==> config.mk <==
export PLATFORM = sky130hd
export DESIGN_NAME = mem_stage_lsu
export DESIGN_NICKNAME = d
export VERILOG_FILES = /design/src/rtl/mem_stage_lsu.sv
export SDC_FILE = /design/constraint.sdc
export NUM_CORES = 1
export LEC_CHECK = 0
export ABC_AREA = 1
export CORE_AREA = 3 3 134 136
export DETAILED_ROUTE_END_ITERATION = 12
export DIE_AREA = 0 0 137 139
export PLACE_DENSITY = 0.84
export SYNTH_ARGS = -nofsm -noshare
export SYNTH_HDL_FRONTEND = slang
export SYNTH_SLANG_ARGS = --single-unit
export TNS_END_PERCENT = 10
==> constraint.sdc <==
create_clock -name clk -period 4.5 [get_ports clk]
set_clock_uncertainty 0.15 [all_clocks]
set_input_delay 0.45 -clock clk [delete_from_list [all_inputs] [get_ports clk]]
set_output_delay 0.45 -clock clk [all_outputs]
set_load 0.05 [all_outputs]
==> src/rtl/mem_stage_lsu.sv <==
// mem_stage_lsu: RV32I memory stage holding the EX/MEM register and a load/store unit.
//    Inputs from execute (*E) are captured into the M register when the stage advances.
//    HoldM freezes M, and FlushM turns the next advancing edge into a bubble.
//    Register outputs (*M) feed forwarding and writeback.
//    ReadDataM is the extended load data, and StallMem goes to the hazard unit.
//    dmem_* is a valid/ready data-memory bus with a word address, replicated data and byte strobes.
//    misaligned_fault flags a trapped misaligned access.
//    Optional macro LSU_MISALIGN_TRAP_EN traps misaligned accesses instead of force-aligning them.
module mem_stage_lsu #(
   parameter int XLEN     = 32,
   parameter int ADDR_LSB = 2
) (
   input  logic            clk,
   input  logic            rst_n,
   input  logic [XLEN-1:0] ALUResultE,
   input  logic [XLEN-1:0] WriteDataE,
   input  logic [2:0]      funct3E,
   input  logic            MemReadE,
   input  logic            MemWriteE,
   input  logic            RegWriteE,
   input  logic [4:0]      RdE,
   input  logic [1:0]      ResultSrcE,
   input  logic [XLEN-1:0] PCPlus4E,
   input  logic            HoldM,
   input  logic            FlushM,
   output logic [XLEN-1:0] ALUResultM,
   output logic            RegWriteM,
   output logic [4:0]      RdM,
   output logic [1:0]      ResultSrcM,
   output logic [XLEN-1:0] PCPlus4M,
   output logic [XLEN-1:0] ReadDataM,
   output logic            StallMem,
   output logic            dmem_req,
   output logic            dmem_we,
   output logic [XLEN-1:0] dmem_addr,
   output logic [XLEN-1:0] dmem_wdata,
   output logic [3:0]      dmem_wstrb,
   input  logic            dmem_ready,
   input  logic [XLEN-1:0] dmem_rdata,
   output logic            misaligned_fault
);
   typedef enum logic [1:0] {IDLE, BUSY, DONE} state_t;
   state_t          state_q, state_d;
   logic [XLEN-1:0] alu_result_q, alu_result_d;
   logic [XLEN-1:0] write_data_q, write_data_d;
   logic [2:0]      funct3_q, funct3_d;
   logic            mem_read_q, mem_read_d;
   logic            mem_write_q, mem_write_d;
   logic            reg_write_q, reg_write_d;
   logic [4:0]      rd_q, rd_d;
   logic [1:0]      result_src_q, result_src_d;
   logic [XLEN-1:0] pc_plus4_q, pc_plus4_d;
   logic [XLEN-1:0] rdata_q, rdata_d;
   logic            memop, fault, hs, advance, is_byte, is_half, sign;
   logic [1:0]      off, off_eff;
   logic [7:0]      ld_byte;
   logic [15:0]     ld_half;
   logic [XLEN-1:0] ext;
`ifdef LSU_MISALIGN_TRAP_EN
   logic            misalign;
`endif
   always_comb begin
      memop   = mem_read_q | mem_write_q;
      off     = alu_result_q[1:0];
      is_byte = funct3_q[1:0] == 2'b00;
      is_half = funct3_q[1:0] == 2'b01;
      sign    = !funct3_q[2];
`ifdef LSU_MISALIGN_TRAP_EN
      misalign = is_half ? off[0] : (!is_byte && off != 2'b00);
      fault    = memop & misalign;
      off_eff  = off;
`else
      fault    = 1'b0;
      off_eff  = is_byte ? off : is_half ? {off[1], 1'b0} : 2'b00;
`endif
      // DONE means the data already arrived under HoldM, so the bus stays quiet.
      dmem_req   = memop & !fault & (state_q != DONE);
      hs         = dmem_req & dmem_ready;
      StallMem   = dmem_req & !dmem_ready;
      advance    = !StallMem & !HoldM;
      dmem_we    = dmem_req & mem_write_q;
      dmem_addr  = {alu_result_q[XLEN-1:ADDR_LSB], {ADDR_LSB{1'b0}}};
      dmem_wdata = is_byte ? {4{write_data_q[7:0]}} : is_half ? {2{write_data_q[15:0]}} : write_data_q;
      dmem_wstrb = !dmem_we ? 4'b0000 : is_byte ? 4'b0001 << off_eff : is_half ? 4'b0011 << off_eff : 4'b1111;
      ld_byte    = off_eff[1] ? (off_eff[0] ? dmem_rdata[31:24] : dmem_rdata[23:16])
                              : (off_eff[0] ? dmem_rdata[15:8]  : dmem_rdata[7:0]);
      ld_half    = off_eff[1] ? dmem_rdata[31:16] : dmem_rdata[15:0];
      ext        = is_byte ? {{24{sign & ld_byte[7]}}, ld_byte}
                 : is_half ? {{16{sign & ld_half[15]}}, ld_half} : dmem_rdata;
      ReadDataM  = !mem_read_q ? '0 : state_q == DONE ? rdata_q : ext;
      misaligned_fault = fault;
      ALUResultM = alu_result_q;
      RegWriteM  = reg_write_q & !fault;
      RdM        = rd_q;
      ResultSrcM = result_src_q;
      PCPlus4M   = pc_plus4_q;
      state_d    = state_q == DONE ? (HoldM ? DONE : IDLE)
                 : hs ? (HoldM ? DONE : IDLE) : dmem_req ? BUSY : IDLE;
      rdata_d    = (hs & HoldM) ? ext : rdata_q;
      alu_result_d = !advance ? alu_result_q : FlushM ? '0 : ALUResultE;
      write_data_d = !advance ? write_data_q : FlushM ? '0 : WriteDataE;
      funct3_d     = !advance ? funct3_q     : FlushM ? '0 : funct3E;
      mem_read_d   = !advance ? mem_read_q   : !FlushM & MemReadE;
      mem_write_d  = !advance ? mem_write_q  : !FlushM & MemWriteE;
      reg_write_d  = !advance ? reg_write_q  : !FlushM & RegWriteE;
      rd_d         = !advance ? rd_q         : FlushM ? '0 : RdE;
      result_src_d = !advance ? result_src_q : FlushM ? '0 : ResultSrcE;
      pc_plus4_d   = !advance ? pc_plus4_q   : FlushM ? '0 : PCPlus4E;
   end
   always_ff @(posedge clk or negedge rst_n) begin
      if (!rst_n) begin
         state_q      <= IDLE;
         rdata_q      <= '0;
         alu_result_q <= '0;
         write_data_q <= '0;
         funct3_q     <= '0;
         mem_read_q   <= 1'b0;
         mem_write_q  <= 1'b0;
         reg_write_q  <= 1'b0;
         rd_q         <= '0;
         result_src_q <= '0;
         pc_plus4_q   <= '0;
      end else begin
         state_q      <= state_d;
         rdata_q      <= rdata_d;
         alu_result_q <= alu_result_d;
         write_data_q <= write_data_d;
         funct3_q     <= funct3_d;
         mem_read_q   <= mem_read_d;
         mem_write_q  <= mem_write_d;
         reg_write_q  <= reg_write_d;
         rd_q         <= rd_d;
         result_src_q <= result_src_d;
         pc_plus4_q   <= pc_plus4_d;
      end
   end
endmodule

==> reports/results.txt, run 1 <==
The worst setup path startpoint is funct3_q[1]$_DFFE_PN0P_. Element type at the critical path end: an output port. For this design the static power due to leakage is 5.50 nW.

The number of antenna diodes in the final layout is 0. The run gives 0 ns as the final total negative setup slack. In the routed layout, each cell is associated on average with a via count of 5.01. The run gives 0.314 as the met1 demand-to-capacity share in global routing. The final count of negative-setup-slack endpoints came out at 0. The slowest stage of the critical path is the sky130_fd_sc_hd__clkdlybuf4s50_1 cell. Count of max-cap constraint violations: 0. The post-route DRC violation count was 0; the remaining max-slew budget at the tightest pin was 0.364. The sequential cell area fraction in the yosys report came out at 0.466.

After clock tree synthesis, the setup repair step added 0 buffers. In this run the worst hold path is classified as flip-flop to flip-flop. The first TritonRoute pass finished after 5 iterations. Cell internal power dissipation: 0.00304 W. The post-route fraction of the period consumed by the critical path was 0.882; the final estimated routing congestion in global placement was 0.905. The total track usage was 0.262; the via count of the routed design was 7643. The tools report the met2 layer usage reported by global route as 0.418.

The first global-routing pass estimated 39200 um of wire. The detailed router finished its first iteration with 535 violations. The flow ran to the end, and the final reports show no timing, DRC or antenna violations. The total of buffers placed on input and output ports is 318. Number of levels the H-tree was split into: 4. Placed wire-length estimate after detailed placement: 18500 um. The area of the core is 17100 um^2.

The clock transition time at the flip-flop clock pins of the worst setup and hold paths works out to 0.06 ns. The run gives 2 as the buffer levels on the longest clock path. The floorplan has 48 rows. Among all flip-flop cells after synthesis, the most frequent one is sky130_fd_sc_hd__dfrtp_1. The buffers plus inverters on the worst setup path is 2. The signed area change from the synthesized netlist to the final layout works out to 44.4%.

The tools report the overall power as 0.00529 W. The initial antenna violation count was 1. The logs give 0.00224 W for the switching power and 0.326 for the sequential fraction of design power. The net count of the finished layout is 1435. The kind of cell with the highest combined delay along the critical path is simple AND/OR/NAND/NOR gates.

For this run, the top clock speed supported by timing is 252 MHz. In this run, synthesis inferred 0 flip-flops with an integrated enable. The clock power share is 0.249, and the total routed wirelength is 25000 um. The number of ports placed on the die boundary is 322, and the number of global-route vias before repair is 7356. Setup repair after global routing left no endpoint under its margin. The die is 137 um wide. TritonCTS built the clock tree. The share of synthesized registers carrying an async set or reset was 1.00. Synthesis instantiated 30 different standard cells from the library.

Entering global routing, the biggest net connects 84 pins. Walking the worst path, the cells encountered are nor2_8 > nand2_2 > nor2_1 > nand2_1 > nand4_1 > o21bai_1 > inv_1 > clkdlybuf4s50_1. For this run, the slowest stage of the critical path takes 0.80 ns. After global routing the overflow that remains totals 0.

Dividing total power by cell area gives a power density of 476 nW/um^2. The number of gates resized after CTS was 0. The peak-usage layer in the global routing report was met2.

The ratio of cells with drive above 1 in the final layout works out to 0.0707. The critical path is of the flip-flop to output port type. The tools report the cell chosen for the clock root as sky130_fd_sc_hd__clkbuf_16.

The post-route antenna net violation count is 0. The cell area that synthesis handed to floorplanning was 7690 um^2. The worst register-to-register path begins at funct3_q[1]$_DFFE_PN0P_. Slew at the pin closest to its max-slew limit: 0.953 ns. Counting flops and latches in the post-synthesis netlist gives 143. The run gives 0 as the number of hold violations in the final report.

The worst setup path is launched from a flip-flop. At the worst endpoint, the required time is 3.90 ns. The tools report the worst min-delay path startpoint as rdata_q[13]$_DFFE_PN0P_. The tools report the portion of total power attributed to combinational logic as 0.425. Worst-case vdd ir drop: 0.271 mV. After detailed routing, the average wire length per cell comes to 16.4 um. The mean instance size in the synthesized netlist works out to 7.35 um^2.

The chip height was 139 um. The time the final worst path needs with I/O delays and setup is 3.97 ns. The tools report the met3 global-route usage as 0.0954. The run gives 19000 um^2 as the full die area. Of all nets on the critical path, the largest fanout is 22. The Yosys step of the flow raised 0 warnings. For the number of hold buffers added after CTS, the log shows 1.

The data arrival at the endpoint of the critical path is 3.37 ns. The starting utilization of the core area was 0.451; the count of clock tree sinks was 143. For the final number of max-transition violations, the log shows 0. The post-synthesis instance total is 1046.

The logs give 17 for the number of CTS-inserted buffers and 0.41 ns for the clock latency of the later-clocked register in the worst-skew pair. The switching share of power works out to 0.424.
==> through the flow <==
stage | area, um^2 | setup WS (ns) | utilization | hold slack (ns) | instances
after floorplan | 7690 | 1.38 | - | 0.00441 | 1048
after global placement | 10500 | 1.06 | 0.618 | 0.306 | 1494
after detailed placement | 10500 | 1.00 | 0.618 | 0.310 | 1494
after CTS | 11100 | 0.541 | 0.651 | 0.326 | 1526
after global routing | 11100 | 0.184 | 0.651 | 0.335 | 1526
final | 11100 | 0.529 | 0.651 | 0.323 | 1526
==> placed cells by master, fill, tap and decap left out, drive strengths merged, types with 3 or more instances in the layout <==
| master | count |
|---|---|
| a21oi | 5 |
| buf | 34 |
| clkbuf | 18 |
| clkdlybuf4s50 | 293 |
| clkinv | 9 |
| conb | 3 |
| dfrtp | 143 |
| inv | 127 |
| nand2 | 387 |
| nand3 | 72 |
| nand4 | 9 |
| nor2 | 11 |
| o211ai | 15 |
| o21ai | 162 |
| o21bai | 7 |
==> final cells by class <==
class | instances | area [um^2]
Sequential cell | 143 | 3580
Timing Repair Buffer | 328 | 3200
Fill cell | 1476 | 5960
Clock inverter | 13 | 115
Clock buffer | 18 | 429
Multi-Input combinational cell | 674 | 3020
Tap cell | 225 | 282
Inverter | 125 | 473
==> power groups by stage <==
stage	clock network, W	logic, W	registers [W]
2_1_floorplan	0	0.00125	0.00201
4_1_cts	0.00134	0.00225	0.00172
5_1_grt	0.00139	0.00241	0.00175
3_3_place_gp	0	0.00222	0.00173
3_5_place_dp	0	0.00224	0.00174
6_report	0.00132	0.00224	0.00173
==> cell families after synthesis <==
logic type,share of synthesized area
compound gates,0.134
buf+inv,0.143
flops,0.466
other cells,0.000488
simple gates,0.257
==> routing by layer <==
metal  part of all wire  wire length (um)
met1               0.38              9520
met2               0.47             11900
met3              0.099              2470
met4              0.046              1150
met5            0.00048                12
==> sequential cells by signal, summed over array words and instances, names as in the netlist, 2 cells and up <==
signal,cells
RdM,5
write_data_q,32
rdata_q,32
ALUResultM,32
state_q,2
PCPlus4M,32
funct3_q,3
ResultSrcM,2
==> tightest hold or removal path, cell delays in order, from the launching register on <==
cell and delay (ns):
sky130_fd_sc_hd__dfrtp_1 0.33, sky130_fd_sc_hd__nand2_1 0.05, sky130_fd_sc_hd__nand2_1 0.05
==> synthesized netlist by cell type, types with 2 or more instances <==
master,number,area (um^2)
sky130_fd_sc_hd__nor2_4,2,22.5
sky130_fd_sc_hd__a21oi_1,4,20.0
sky130_fd_sc_hd__o21ai_0,144,721
sky130_fd_sc_hd__o211ai_1,15,113
sky130_fd_sc_hd__buf_2,23,115
sky130_fd_sc_hd__buf_1,3,11.3
sky130_fd_sc_hd__nand3_1,70,350
sky130_fd_sc_hd__nand2_1,385,1450
sky130_fd_sc_hd__dfrtp_1,143,3580
sky130_fd_sc_hd__buf_6,6,67.6
sky130_fd_sc_hd__inv_1,110,413
sky130_fd_sc_hd__o21bai_1,7,52.6
sky130_fd_sc_hd__inv_2,14,52.6
sky130_fd_sc_hd__buf_4,42,315
sky130_fd_sc_hd__nand4_1,9,56.3
sky130_fd_sc_hd__nand3_2,2,20.0
sky130_fd_sc_hd__clkbuf_1,32,120
sky130_fd_sc_hd__nor2_1,7,26.3
sky130_fd_sc_hd__o21ai_1,17,85.1
==> worst paths after layout <==
| kind | end | slack [ns] | cells past startpoint |
|---|---|---|---|
| max in group asynchronous | ALUResultM[13]$_DFFE_PN0P_ | 2.73 | 3 |
| max reg2reg | rdata_q[27]$_DFFE_PN0P_ | 1.55 | 10 |
| min | rdata_q[13]$_DFFE_PN0P_ | 0.32 | 2 |
| max | ReadDataM[5] | 0.53 | 8 |
| min reg2reg | rdata_q[13]$_DFFE_PN0P_ | 0.32 | 2 |
| min in group asynchronous | write_data_q[10]$_DFFE_PN0P_ | 0.46 | 2 |
Power figures use the tool's default switching activity.
==> inputs of run 2 (changes only) <==
- CORE_AREA: 3 3 134 136 -> 3 3 104 205
- DIE_AREA: 0 0 137 139 -> 0 0 107 208
- PLACE_DENSITY: 0.84 -> 0.76
- TNS_END_PERCENT: 10 -> 20
- clock period: 4.5 -> 3.4 ns (I/O delays scaled with it)
==> run 2 against run 1 <==
Against the previous run: clock power grew 42%; highest routed layer is now met4; non-clock buffer count rose by 12; largest cell class is now buffers; first-iteration DRC count is 33% lower; register-to-register slack worse by 0.51 ns; critical path type unchanged.
==> reports/results.txt, run 2 (synthesis gave the netlist of run 1 again) <==
The switching share of power works out to 0.414. Setup repair after global routing left no endpoint under its margin. The count of max-cap constraint violations came out at 0. The ratio of cells with drive above 1 in the final layout is 0.101, and the number of global-route vias before repair is 7812.

The starting utilization of the core area was 0.384; the total routed wirelength was 27600 um. STA classifies the critical path endpoint as an output port. The number of placed instances, taps included, is 1543.

Using the TritonRoute via totals, the vias-per-cell ratio works out to 4.94. The later pin in the worst-skew pair is clocked with a latency of 0.42 ns. Minimum setup slack after placement: 0.539 ns. In the layout the commonest cells are sky130_fd_sc_hd__nand2_1, sky130_fd_sc_hd__clkdlybuf4s50_1, sky130_fd_sc_hd__o21ai_0, sky130_fd_sc_hd__dfrtp_1, sky130_fd_sc_hd__inv_1. Total number of placement rows: 73. Data required time at the worst endpoint: 2.91 ns. Area of the core: 20000 um^2.

The first TritonRoute pass finished after 5 iterations. Fill cells in the final layout number 1743. The post-route fraction of the period consumed by the critical path works out to 0.957. Among all stages on the critical path, the largest delay is contributed by sky130_fd_sc_hd__nor2_1. Walking the worst path, the cells encountered are nor2_8 > nand2_2 > buf_4 > nor2_1 > nand2_1 > nand4_1 > o21bai_1 > inv_1 > buf_12.

Summed over all nets, the half-perimeter wirelength after detailed placement is 21000 um. The net count of the finished layout was 1447. The tree is rooted in a sky130_fd_sc_hd__clkbuf_16.

At the pin with the least slew margin, the transition time is 0.865 ns. The endpoint identified for the worst register-to-register timing path is rdata_q[5]$_DFFE_PN0P_. After layout, the design draws a total of 0.00735 W.

The final global-route overflow total is 0. Setup violations remaining at the end of the flow were counted as 0. The final estimated routing congestion in global placement came out at 1.02.

In this run, CTS created clock tree buffers numbering 17. The worst reg2reg path depth is 8, and the chip height is 208 um. In this run the number of H-tree levels came out at 4. 322 I/O pins were placed. The number of antenna diodes in the final layout is 0. Counting I/O delays and the setup requirement, the final critical path takes 3.25 ns.

The sequential fraction of design power came out at 0.310. The critical path depth was 9; the pin count of the biggest net entering global routing was 157. The clock power share came out at 0.255. In this run the worst hold path is classified as input pin to async pin. The via count of the routed design came out at 7793. The first global-routing pass estimated 43400 um of wire. Among cell families on the critical path, the largest total delay comes from simple AND/OR/NAND/NOR gates. The logs give 0 for the number of hold violations in the final report and 1576 for the non-filler instance count after layout. The setup path with the least slack is of type flip-flop to output port.

The run gives 0.436 as the portion of total power attributed to combinational logic. The multi-input combinational cells in the finished layout cover a total of 3030 um^2. The tools report the worst-case vdd ir drop as 0.393 mV. The library cell used most frequently in the layout, excluding fill and tap cells, is sky130_fd_sc_hd__nand2_1. TritonCTS built the clock tree. The tools report the worst reg2reg path startpoint as funct3_q[1]$_DFFE_PN0P_. Timing would allow up to 307 MHz. The mean routed wirelength per cell was 17.5 um. The worst register-to-register path has a setup slack of 1.04 ns. On the worst path, the slowest cell contributes a delay of 0.60 ns. After routing, the total negative slack on setup checks comes to 0 ns. The initial antenna violation count is 0, and the total of buffers placed on input and output ports is 318.

The floorplan step defined a die boundary enclosing 22300 um^2. For the count of routing violations after the opening detailed-route iteration, the log shows 361. In this run the remaining antenna-violating nets after routing total 0. Across the whole layout, storage elements account for 3580 um^2. The total track usage is 0.250, and the switching power is 0.00305 W.

The clock passes through at most 2 buffers. The cell leakage power came out at 5.74 nW. For the utilization of the core after routing, the log shows 0.585. The tools report the startpoint type of the worst setup path as a flip-flop. From synthesis to final layout, the design area changed by 52.3%.

The total power divided by cell area is 628 nW/um^2, and the clock transition time at the flip-flop clock pins of the worst setup and hold paths is 0.06 ns. The worst-path maximum fanout works out to 22. Die width: 107 um. The cell internal power dissipation is 0.00430 W, and the final number of max-transition violations is 0. The count of clock tree sinks came out at 143. The remaining max-slew budget at the tightest pin is 0.423, and the post-route DRC violation count is 0. Together, buffers and inverters on the worst path number 3. The final worst-path setup slack is 0.148 ns. The run finished with clean final reports. At the worst endpoint, the arrival time is 2.76 ns.
==> run 2: cell count changes in the layout (fill, tap and decap cells not counted), moves of 2 or more <==
cell | previous run | this run
sky130_fd_sc_hd__buf_4 | 33 | 35
sky130_fd_sc_hd__clkbuf_8 | 0 | 2
sky130_fd_sc_hd__clkdlybuf4s50_1 | 293 | 264
sky130_fd_sc_hd__clkinvlp_4 | 1 | 3
sky130_fd_sc_hd__buf_12 | 0 | 39
sky130_fd_sc_hd__clkinv_2 | 6 | 2
==> run 2: routing by layer <==
| layer | wire, um | vias up | track usage |
|---|---|---|---|
| li1 | - | 3743 | - |
| met1 | 9590 | 3598 | 0.266 |
| met2 | 14200 | 375 | 0.440 |
| met3 | 2210 | 77 | 0.0664 |
| met4 | 1610 | 0 | 0.139 |
| met5 | 0 | - | 0 |
==> run 2: final cells by class <==
type / instances / share of cell area
Timing Repair Buffer: 340 / 0.317
Sequential cell: 143 / 0.306
Multi-Input combinational cell: 674 / 0.259
Inverter: 125 / 0.0404
Clock buffer: 21 / 0.0393
Tap cell: 262 / 0.0280
Clock inverter: 11 / 0.0112
==> run 2: how the worst max path moves through the flow <==
stage | start | endpoint | slack, ns
floorplan | state_q[1]$_DFF_PN0_ | dmem_wstrb[1] | 0.39
global placement | funct3_q[1]$_DFFE_PN0P_ | ReadDataM[5] | 0.56
detailed placement | funct3_q[1]$_DFFE_PN0P_ | ReadDataM[27] | 0.54
CTS | funct3_q[1]$_DFFE_PN0P_ | ReadDataM[27] | 0.06
global route | funct3_q[1]$_DFFE_PN0P_ | ReadDataM[5] | 0.01
finish | funct3_q[1]$_DFFE_PN0P_ | ReadDataM[5] | 0.15
==> run 2: what timing repair did <==
item / in CTS / in global routing
endpoints found under the hold margin: 54 / 0
endpoints found under the setup margin: 0 / 14
hold buffers: 1 / 0
resized for setup: 0 / 1
buffers inserted: 0 / 0
==> run 2: stage by stage <==
stage / hold WS (ns) / area, um^2
6_report: 0.308 / 11700
5_1_grt: 0.330 / 11700
4_1_cts: 0.309 / 11700
3_5_place_dp: 0.197 / 11100
3_3_place_gp: 0.194 / 11100
2_1_floorplan: -0.106 / 7690
==> run 2: worst register-to-register path, stage by stage, from the launching register on <==
cell                      delay [ns]
sky130_fd_sc_hd__dfrtp_1        0.48
sky130_fd_sc_hd__nor2_8         0.30
sky130_fd_sc_hd__nand2_2        0.09
sky130_fd_sc_hd__buf_4          0.21
sky130_fd_sc_hd__nor2_1         0.60
sky130_fd_sc_hd__nand2_1        0.10
sky130_fd_sc_hd__nand4_1        0.21
sky130_fd_sc_hd__nand2_1        0.08
sky130_fd_sc_hd__nand2_1        0.07
==> run 2: power groups by stage <==
stage / combinational, W / sequential, W / clock, W
after global routing: 0.00342 / 0.00233 / 0.00197
final: 0.00320 / 0.00228 / 0.00187
after detailed placement: 0.00320 / 0.00230 / 0
after global placement: 0.00319 / 0.00229 / 0
after floorplan: 0.00166 / 0.00265 / 0
after CTS: 0.00321 / 0.00228 / 0.00191
